**src/rtl/rp_seq_pkg.sv**
```systemverilog
// Shared types for the root-port clock/PERST# sequencer: state encoding,
// debug state codes and the state-to-output decode.
package rp_seq_pkg;

    typedef enum logic [2:0] {
        ST_IDLE      = 3'd0,
        ST_WARMUP    = 3'd1,
        ST_HOLD      = 3'd2,
        ST_WAIT_LINK = 3'd3,
        ST_LINKED    = 3'd4,
        ST_ERROR     = 3'd5
    } rp_state_e;

    localparam logic [2:0] STATE_IDLE      = 3'd0;
    localparam logic [2:0] STATE_WARMUP    = 3'd1;
    localparam logic [2:0] STATE_HOLD      = 3'd2;
    localparam logic [2:0] STATE_WAIT_LINK = 3'd3;
    localparam logic [2:0] STATE_LINKED    = 3'd4;
    localparam logic [2:0] STATE_ERROR     = 3'd5;

    typedef struct packed {
        logic clk_en;
        logic perst_n;
        logic busy;
        logic done;
        logic err;
    } rp_outs_t;

    function automatic rp_outs_t decode_outs(input rp_state_e st);
        rp_outs_t o;
        o = '0;
        case (st)
            ST_WARMUP, ST_HOLD: begin
                o.clk_en = 1'b1;
                o.busy   = 1'b1;
            end
            ST_WAIT_LINK: begin
                o.clk_en  = 1'b1;
                o.perst_n = 1'b1;
                o.busy    = 1'b1;
            end
            ST_LINKED: begin
                o.clk_en  = 1'b1;
                o.perst_n = 1'b1;
                o.done    = 1'b1;
            end
            ST_ERROR: begin
                o.clk_en = 1'b1;
                o.err    = 1'b1;
            end
            default: ;
        endcase
        return o;
    endfunction

endpackage

```
**src/rtl/rp_seq_timer.sv**
```systemverilog
// Loadable down-counter that parks at zero; `zero` flags the final cycle
// of whatever window was loaded.
module rp_seq_timer #(
    parameter int CNT_W = 20
) (
    input  logic             sys_clk,
    input  logic             sys_rst,
    input  logic             load,
    input  logic [CNT_W-1:0] load_val,
    output logic             zero
);

    logic [CNT_W-1:0] count;

    // NOTE: sequential state is written with <= so every flop samples the
    // pre-edge values of its inputs regardless of process ordering.
    always_ff @(posedge sys_clk) begin
        if (sys_rst) begin
            count <= '0;
        end else if (load) begin
            count <= load_val;
        end else if (count != '0) begin
            count <= count - CNT_W'(1);
        end
    end

    assign zero = (count == '0);

endmodule

```
**src/rtl/rp_clk_rst_sequencer.sv**
```systemverilog
// Reference-clock enable and PERST# sequencer for the root-port model:
// warm-up, PERST# hold, link wait, with bounded retries on failure.
import rp_seq_pkg::*;

module rp_clk_rst_sequencer #(
    parameter int WARMUP_CYC  = 100,
    parameter int PERST_CYC   = 1000,
    parameter int LINK_TO_CYC = 100000,
    parameter int MAX_RETRY   = 3,
    parameter int CNT_W       = 20
) (
    input  logic                               sys_clk,
    input  logic                               sys_rst,
    input  logic                               start,
    input  logic                               abort,
    input  logic                               link_up,
    output logic                               clk_en,
    output logic                               perst_n,
    output logic                               busy,
    output logic                               done,
    output logic                               err,
    output logic [$clog2(MAX_RETRY+1)-1:0]     retry_cnt,
    output logic [2:0]                         state
);

    localparam int RW = $clog2(MAX_RETRY + 1);

    localparam logic [CNT_W-1:0] WARMUP_LOAD = CNT_W'(WARMUP_CYC - 1);
    localparam logic [CNT_W-1:0] PERST_LOAD  = CNT_W'(PERST_CYC - 1);
    localparam logic [CNT_W-1:0] LINK_LOAD   = CNT_W'(LINK_TO_CYC - 1);

    rp_state_e        state_q;
    rp_state_e        state_d;
    logic             fail;
    logic             restart;
    logic             timer_load;
    logic [CNT_W-1:0] timer_val;
    logic             timer_zero;
    rp_outs_t         outs;

    rp_seq_timer #(
        .CNT_W (CNT_W)
    ) u_timer (
        .sys_clk  (sys_clk),
        .sys_rst  (sys_rst),
        .load     (timer_load),
        .load_val (timer_val),
        .zero     (timer_zero)
    );

    always_ff @(posedge sys_clk) begin
        if (sys_rst) begin
            state_q <= ST_IDLE;
        end else begin
            state_q <= state_d;
        end
    end

    // NOTE: every signal written here gets a default first, so no path can
    // leave one unassigned and infer a latch.
    always_comb begin
        state_d = state_q;
        fail    = 1'b0;
        restart = 1'b0;
        if (abort) begin
            state_d = ST_IDLE;
        end else begin
            case (state_q)
                ST_IDLE, ST_ERROR: begin
                    if (start) begin
                        state_d = ST_WARMUP;
                        restart = 1'b1;
                    end
                end
                ST_WARMUP:    if (timer_zero) state_d = ST_HOLD;
                ST_HOLD:      if (timer_zero) state_d = ST_WAIT_LINK;
                ST_WAIT_LINK: begin
                    if (link_up)         state_d = ST_LINKED;
                    else if (timer_zero) fail    = 1'b1;
                end
                ST_LINKED:    if (!link_up) fail = 1'b1;
                default:      state_d = ST_IDLE;
            endcase
            // Both timeout and link loss go back to HOLD; WARMUP is not rerun.
            if (fail) begin
                state_d = (retry_cnt < RW'(MAX_RETRY)) ? ST_HOLD : ST_ERROR;
            end
        end
    end

    always_ff @(posedge sys_clk) begin
        if (sys_rst) begin
            retry_cnt <= '0;
        end else if (restart) begin
            retry_cnt <= '0;
        end else if (fail && (retry_cnt < RW'(MAX_RETRY))) begin
            retry_cnt <= retry_cnt + RW'(1);
        end
    end

    // Timer reloads on any state change with the new state's window minus one.
    always_comb begin
        timer_load = (state_d != state_q);
        case (state_d)
            ST_WARMUP:    timer_val = WARMUP_LOAD;
            ST_HOLD:      timer_val = PERST_LOAD;
            ST_WAIT_LINK: timer_val = LINK_LOAD;
            default:      timer_val = '0;
        endcase
    end

    always_comb begin
        outs = decode_outs(state_q);
    end

    assign clk_en  = outs.clk_en;
    assign perst_n = outs.perst_n;
    assign busy    = outs.busy;
    assign done    = outs.done;
    assign err     = outs.err;
    assign state   = state_q;

endmodule

```
**config.mk**
```make
export PLATFORM = sky130hd
export DESIGN_NAME = rp_clk_rst_sequencer
export DESIGN_NICKNAME = d
export VERILOG_FILES = /design/src/rtl/rp_seq_pkg.sv /design/src/rtl/rp_seq_timer.sv /design/src/rtl/rp_clk_rst_sequencer.sv
export SDC_FILE = /design/constraint.sdc
export NUM_CORES = 1
export LEC_CHECK = 0
export ABC_AREA = 1
export CAP_MARGIN = 20
export CORE_ASPECT_RATIO = 0.6
export CORE_MARGIN = 2
export CORE_UTILIZATION = 35
export DETAILED_ROUTE_END_ITERATION = 12
export DONT_BUFFER_PORTS = 1
export GPL_TIMING_DRIVEN = 0
export PLACE_DENSITY = 0.53
export SETUP_SLACK_MARGIN = 0.4
export SLEW_MARGIN = 20
export SYNTH_ARGS = -nofsm -noshare
export SYNTH_HDL_FRONTEND = slang
export SYNTH_HIERARCHICAL = 1
export SYNTH_SLANG_ARGS = --single-unit
```
**constraint.sdc**
```tcl
create_clock -name sys_clk -period 2.9 [get_ports sys_clk]
set_input_delay 0.58 -clock sys_clk [delete_from_list [all_inputs] [get_ports sys_clk]]
set_output_delay 0.58 -clock sys_clk [all_outputs]
set_load 0.02 [all_outputs]
```
; Yosys cells after proc, flatten, opt, wreduce, memory -nomap -nowiden
; Index checks and enable logic that the tools add are counted.
; W data, S select, Z words.
[word_totals]
register_bits = 25
output_inout_bits = 10
wordCells = 50
[op_classes]
add_sub_neg = 2
n_lt_le_gt_ge = 1
eq_ne = 9
mux = 25
reduce_logical = 10
[op_table]
columns = cell, n
row1 = $pmux W17 S3, 1
row2 = $mux W20, 2
row3 = $mux W3, 7
row4 = $logic_not A20 Y1, 1
row5 = $reduce_bool A20 Y1, 1
row6 = $sub A20 B1 Y20 const B, 1
row7 = $pmux W3 S5, 1
row8 = $mux W1, 13
row9 = $eq A3 B2 Y1 const B, 4
row10 = $eq A3 B1 Y1 const B, 2
row11 = $eq A3 B3 Y1 const B, 2
row12 = $reduce_or A2 Y1, 3
row13 = $reduce_or A5 Y1, 1
row14 = $logic_not A3 Y1, 1
row15 = $ne A3 B3 Y1, 1
row16 = $reduce_or A3 Y1, 1
row17 = $add A2 B1 Y2 const B, 1
row18 = $lt A2 B2 Y1 const B, 1
row19 = $pmux W1 S2, 1
row20 = $reduce_bool A2 Y1, 1
row21 = $logic_and A1 B1 Y1, 1

; Longest topological paths before layout
[logic_depth]
depth_word = 10
depth_mapped = 22
ltp_nobuf = 21

; Hierarchy
; Netlist, hierarchy kept.
[modules_own_cells]
columns = mod, instances, cells_per_inst, area_per_inst_um2, seq_area_each_um2
row1 = rp_seq_timer, 1, 194, 1353.8, 400.4
row2 = rp_clk_rst_sequencer, 1, 97, 559.3, 100.1

; Worst setup path after synthesis
; Ideal clock, no wire load.
[synth_path]
kind = flip-flop to flip-flop
startpoint = reg u_timer.count[0]
endpoint = reg u_timer.count[2]
setup_ps = 70
arrival_ps = 2321
required_ps = 2830
setup_slack_ps = 509
path_stages_with_launch = 21
path_buffers = 2
period_less_slack_ps = 2391
cell_sequence = dfxtp_1 > inv_1 > ha_1 > nand2_2 > nor2_4 > nand3_4 > inv_1 > inv_1 > nor2_1 > nand2_2 > nand2_4 > inv_2 > nand3_2 > nand2_2 > nand2_1 > nand2_1 > nand2_1 > buf_2 > buf_1 > nand2_1 > a21oi_2
[synth_rtl]
columns = item, line
row1 = from (decl), rp_seq_timer.sv:13  ; logic [CNT_W-1:0] count;
row2 = from (signal assigned), rp_seq_timer.sv:21  ; count <= load_val;
row3 = from (signal assigned), rp_seq_timer.sv:23  ; count <= count - CNT_W'(1);
row4 = $logic_not A20 Y1 *, rp_seq_timer.sv:27  ; assign zero = (count == '0);
row5 = named net timer_zero, rp_clk_rst_sequencer.sv:38  ; logic timer_zero;
row6 = $mux W1, rp_clk_rst_sequencer.sv:79  ; else if (timer_zero) fail = 1'b1;
row7 = $mux W1, rp_clk_rst_sequencer.sv:78  ; if (link_up) state_d = ST_LINKED;
row8 = $pmux W1 S2, rp_clk_rst_sequencer.sv:68  ; case (state_q)
row9 = $mux W1, rp_clk_rst_sequencer.sv:65  ; if (abort) begin
row10 = $mux W3 *, rp_clk_rst_sequencer.sv:85  ; if (fail) begin
row11 = $mux W3 *, rp_clk_rst_sequencer.sv:65
row12 = $ne A3 B3 Y1 *, rp_clk_rst_sequencer.sv:103  ; timer_load = (state_d != state_q);
row13 = named net timer_load, rp_clk_rst_sequencer.sv:36  ; logic timer_load;
row14 = $mux W20 or $reduce_bool A2 Y1 (tied branches), --
; The timed path passes the listed nets; every way through them passes the cells marked *. The select of a mux whose other input is x is not followed.
; A chain may end at the register's enable or synchronous reset.

; Final worst setup path
[layout_path]
startpoint = reg u_timer.count[1]
endpoint = reg u_timer.count[4]
; Same word-level chain as after synthesis.

==> reports/results.ini <==
[synthesis]
yosys.area.top_type_share=0.2616
synth_largest_area_cell=dfxtp_1
synth_adder_area_share=0.01962
synthCells=291
synth_warnings=6
synthTopCellsByArea=dfxtp_1 26%, nand2_1 15%, nor2_1 7.1%, nand2_2 6.2%, a21oi_2 5.5%
synth_seq_cells=25
syn_area_per_cell_um2=6.574
synth_xor_area_frac=0.05494
yosys.area_share.simple=0.4637
ys_seq_area_frac=0.2616
synth_compound_area_frac=0.1125
syn_area_um2=1913
synthMuxAreaShare=0
synth_top_family_by_area=simple AND/OR/NAND/NOR gates
synth.distinct_cells=34

[global_routing]
grt_start_max_net_pins=14
antenna_found_initial=0
grt_pass1_vias=1685
grt_pass1_wl_mm=8.590
track_usage=0.1851
overflow=0

[timing]
finalMaxSlewViolations=0
rsz0062_at_grt=true
period_minus_slack_ns=2.392
slew_headroom=0.5589
hold_viol_final=0
setup_ws_ns=0.5080
hold_ws_ns=0.3717
finalClockSkew_ns=0.004261
tightest_slew_ns=0.6616
setup_viol=0
period_share=0.8248
fmax_mhz=418.1

[clock_tree]
cts_root_buf=clkbuf_8
cts_sinks=25
clk_path_buf_depth=2
hold_buffers=0
clk-insertion-delay-late_ns=0.28
cts_tree=done
cts_buffers=3
cts.reportedPaths.clkPinSlew_ns=0.09
htreeDepth=1

[critical_path]
critPathKind=flip-flop to flip-flop
arrival_ns=2.60
r2r-start=u_timer/count[1]
timing.rr.end=u_timer/count[4]
rrSetupSlack_ns=0.51
crit_path_end_kind=flip-flop
critPathLaunch=u_timer/count[1]
worst_setup_path_start_kind=flip-flop
r2r_cells=22
path_max_fanout=8
worstPathRequired_ns=3.11
crit_path_end=u_timer/count[4]

[die]
rows=20
die_h_um=61.27
io_pins=15
die-area_um2=6093
initial_core_util=0.3711
die_w_um=99.45
core_um2=5155

[power]
switchingPower_mw=1.403
vdd_drop_max_mv=0.6872
power_leakage_nw=1.049
clock_power_share=0.077
sequentialPowerShare=0.220
switching_share=0.4962
p_int_mw=1.425
powerDensity_nw_per_um2=1218
total_power_mw=2.829
pwr-share-comb=0.703

[finish]
syn2layout_area_growth_pct=21.39
finalNetCount=326
post-route-util=0.4505
final_cells=383
num_antenna_cells=0
drive_above_1_share=0.3312

[drt]
vias=1850
via_per_inst=4.830
drt-initial-drc-count=116
wl_per_cell_um=13.48
first_pass_iters=4
routed_wl_mm=5.163
drc=0
ant_nets=0

[placed_design]
place_ws_ns=-0.03584
gp_congestion=0.8273
placedCellCount=363
io_buffers=0
place.detailed.hpwl_mm=3.794

[flow_run]
cap_violations=0

[outcome]
status=finished, final reports clean

[hold_path]
worst_hold_path_type=primary input to flip-flop

[sequential cells by signal, summed over array words and instances (netlist names)]
name           flops
u_timer/count     20
retry_cnt          2
state              3
[layer usage]
layer / vias up / wire length, um / GRT usage
li1: 963 / - / -
met1: 848 / 3023 / 0.2964
met2: 35 / 1878 / 0.2568
met3: 4 / 220 / 0.03405
met4: 0 / 40 / 0.02935
met5: - / 0 / 0
[cells in the mapped netlist]
cell type	count
a21oi_1	12
a21oi_2	12
and2_1	1
buf_1	1
buf_2	2
buf_4	1
buf_6	1
buf_8	1
clkbuf_1	1
clkinv_2	1
conb_1	1
dfxtp_1	25
ha_1	3
inv_1	22
inv_2	5
inv_4	1
nand2_1	78
nand2_2	19
nand2_4	2
nand3_1	15
nand3_2	2
nand3_4	2
nand3b_1	2
nand4_1	7
nor2_1	36
nor2_2	9
nor2_4	4
nor3_1	3
o21ai_0	5
o21ai_1	2
o21bai_1	2
or2_0	1
xnor2_1	5
xor2_1	7
[how the worst min path moves through the flow]
stage | from | end | slack, ns | cells after the start
global placement | u_timer/count[0] | u_timer/count[0] | 0.49 | 2
floorplan | u_timer/count[0] | u_timer/count[0] | 0.47 | 2
global route | sys_rst | state[0] | 0.35 | 1
finish | sys_rst | state[0] | 0.37 | 1
detailed placement | u_timer/count[0] | u_timer/count[0] | 0.50 | 2
CTS | sys_rst | state[0] | 0.37 | 1
[repair_timing]
item | CTS | global route
setup endpoints to repair | 19 | 20
pin swaps | 11 | 16
setup buffers | 10 | 5
cloned | 1 | 0
gates resized for setup | 25 | 17
[layout by cell type, fill, tap and decap left out, types with 2 or more instances in the layout]
cell       n
xnor2_1    5
nand3_4    2
nor2_4     8
clkbuf_1   2
dfxtp_1   18
clkbuf_8   3
inv_2     10
nand2_4    3
nor3_1     3
nand2_1   75
a21oi_2   12
nor2_2    11
xor2_1     7
a21oi_1   12
nor2_1    30
nand3_2    3
o21bai_1   2
buf_6      5
o21ai_1    2
inv_1     17
ha_1       2
o21ai_0    5
buf_4     14
nand2_2   20
conb_1     7
dfxtp_2    7
nand3b_1   2
nand4_1    7
nand3_1   14
[layout make-up]
class                   instances  area [um2]
repair buffers                 16       151.4
well taps                      66       82.58
inverters                      29       117.6
flip-flops and latches         25       509.2
fillers                       569        2833
multi-input cells             236        1350
clock buffers                   4       45.04
plain buffers                   7       66.31
[critical path: stages (launching register included)]
cell and delay, ns:
dfxtp_2 0.35, inv_2 0.08, ha_4 0.14, nand2_4 0.05
nor2_4 0.13, nand3_4 0.08, inv_2 0.06, inv_2 0.04
nor2_2 0.08, nand2_2 0.09, nand2_8 0.12, nand3_4 0.09
nand3_1 0.09, nand2_1 0.07, nor2_2 0.13, nand2_2 0.08
inv_2 0.09, nand2_4 0.07, inv_8 0.08, buf_6 0.10
buf_12 0.11, nand2_4 0.04, a21oi_2 0.13
[power by group through the flow]
stage / sequential [mW] / clock [mW] / combinational (mW)
6_report: 0.622 / 0.218 / 1.99
3_3_place_gp: 0.600 / 0 / 1.59
4_1_cts: 0.612 / 0.224 / 1.86
3_5_place_dp: 0.598 / 0 / 1.61
2_1_floorplan: 0.565 / 0 / 1.35
5_1_grt: 0.641 / 0.242 / 2.22
[logic make-up (layout without fill, tap and decap cells)]
| logic type | after synthesis | in the layout |
|---|---|---|
| and+or+nand+nor | 181 | 181 |
| buffers and inverters | 36 | 56 |
| AOI/OAI and AO/OA | 33 | 33 |
| DFF | 25 | 25 |
| xor gates and xnor gates | 12 | 12 |
| adders and majority gates | 3 | 3 |
| other | 1 | 7 |
[through the flow]
step,instance area [um2],setup TNS [ns]
2_1_floorplan,1936,0
3_3_place_gp,2018,-0.06195
3_5_place_dp,2018,-0.1049
4_1_cts,2233,0
5_1_grt,2322,0
6_report,2322,0
No activity file was read; power rests on OpenSTA's default activity.
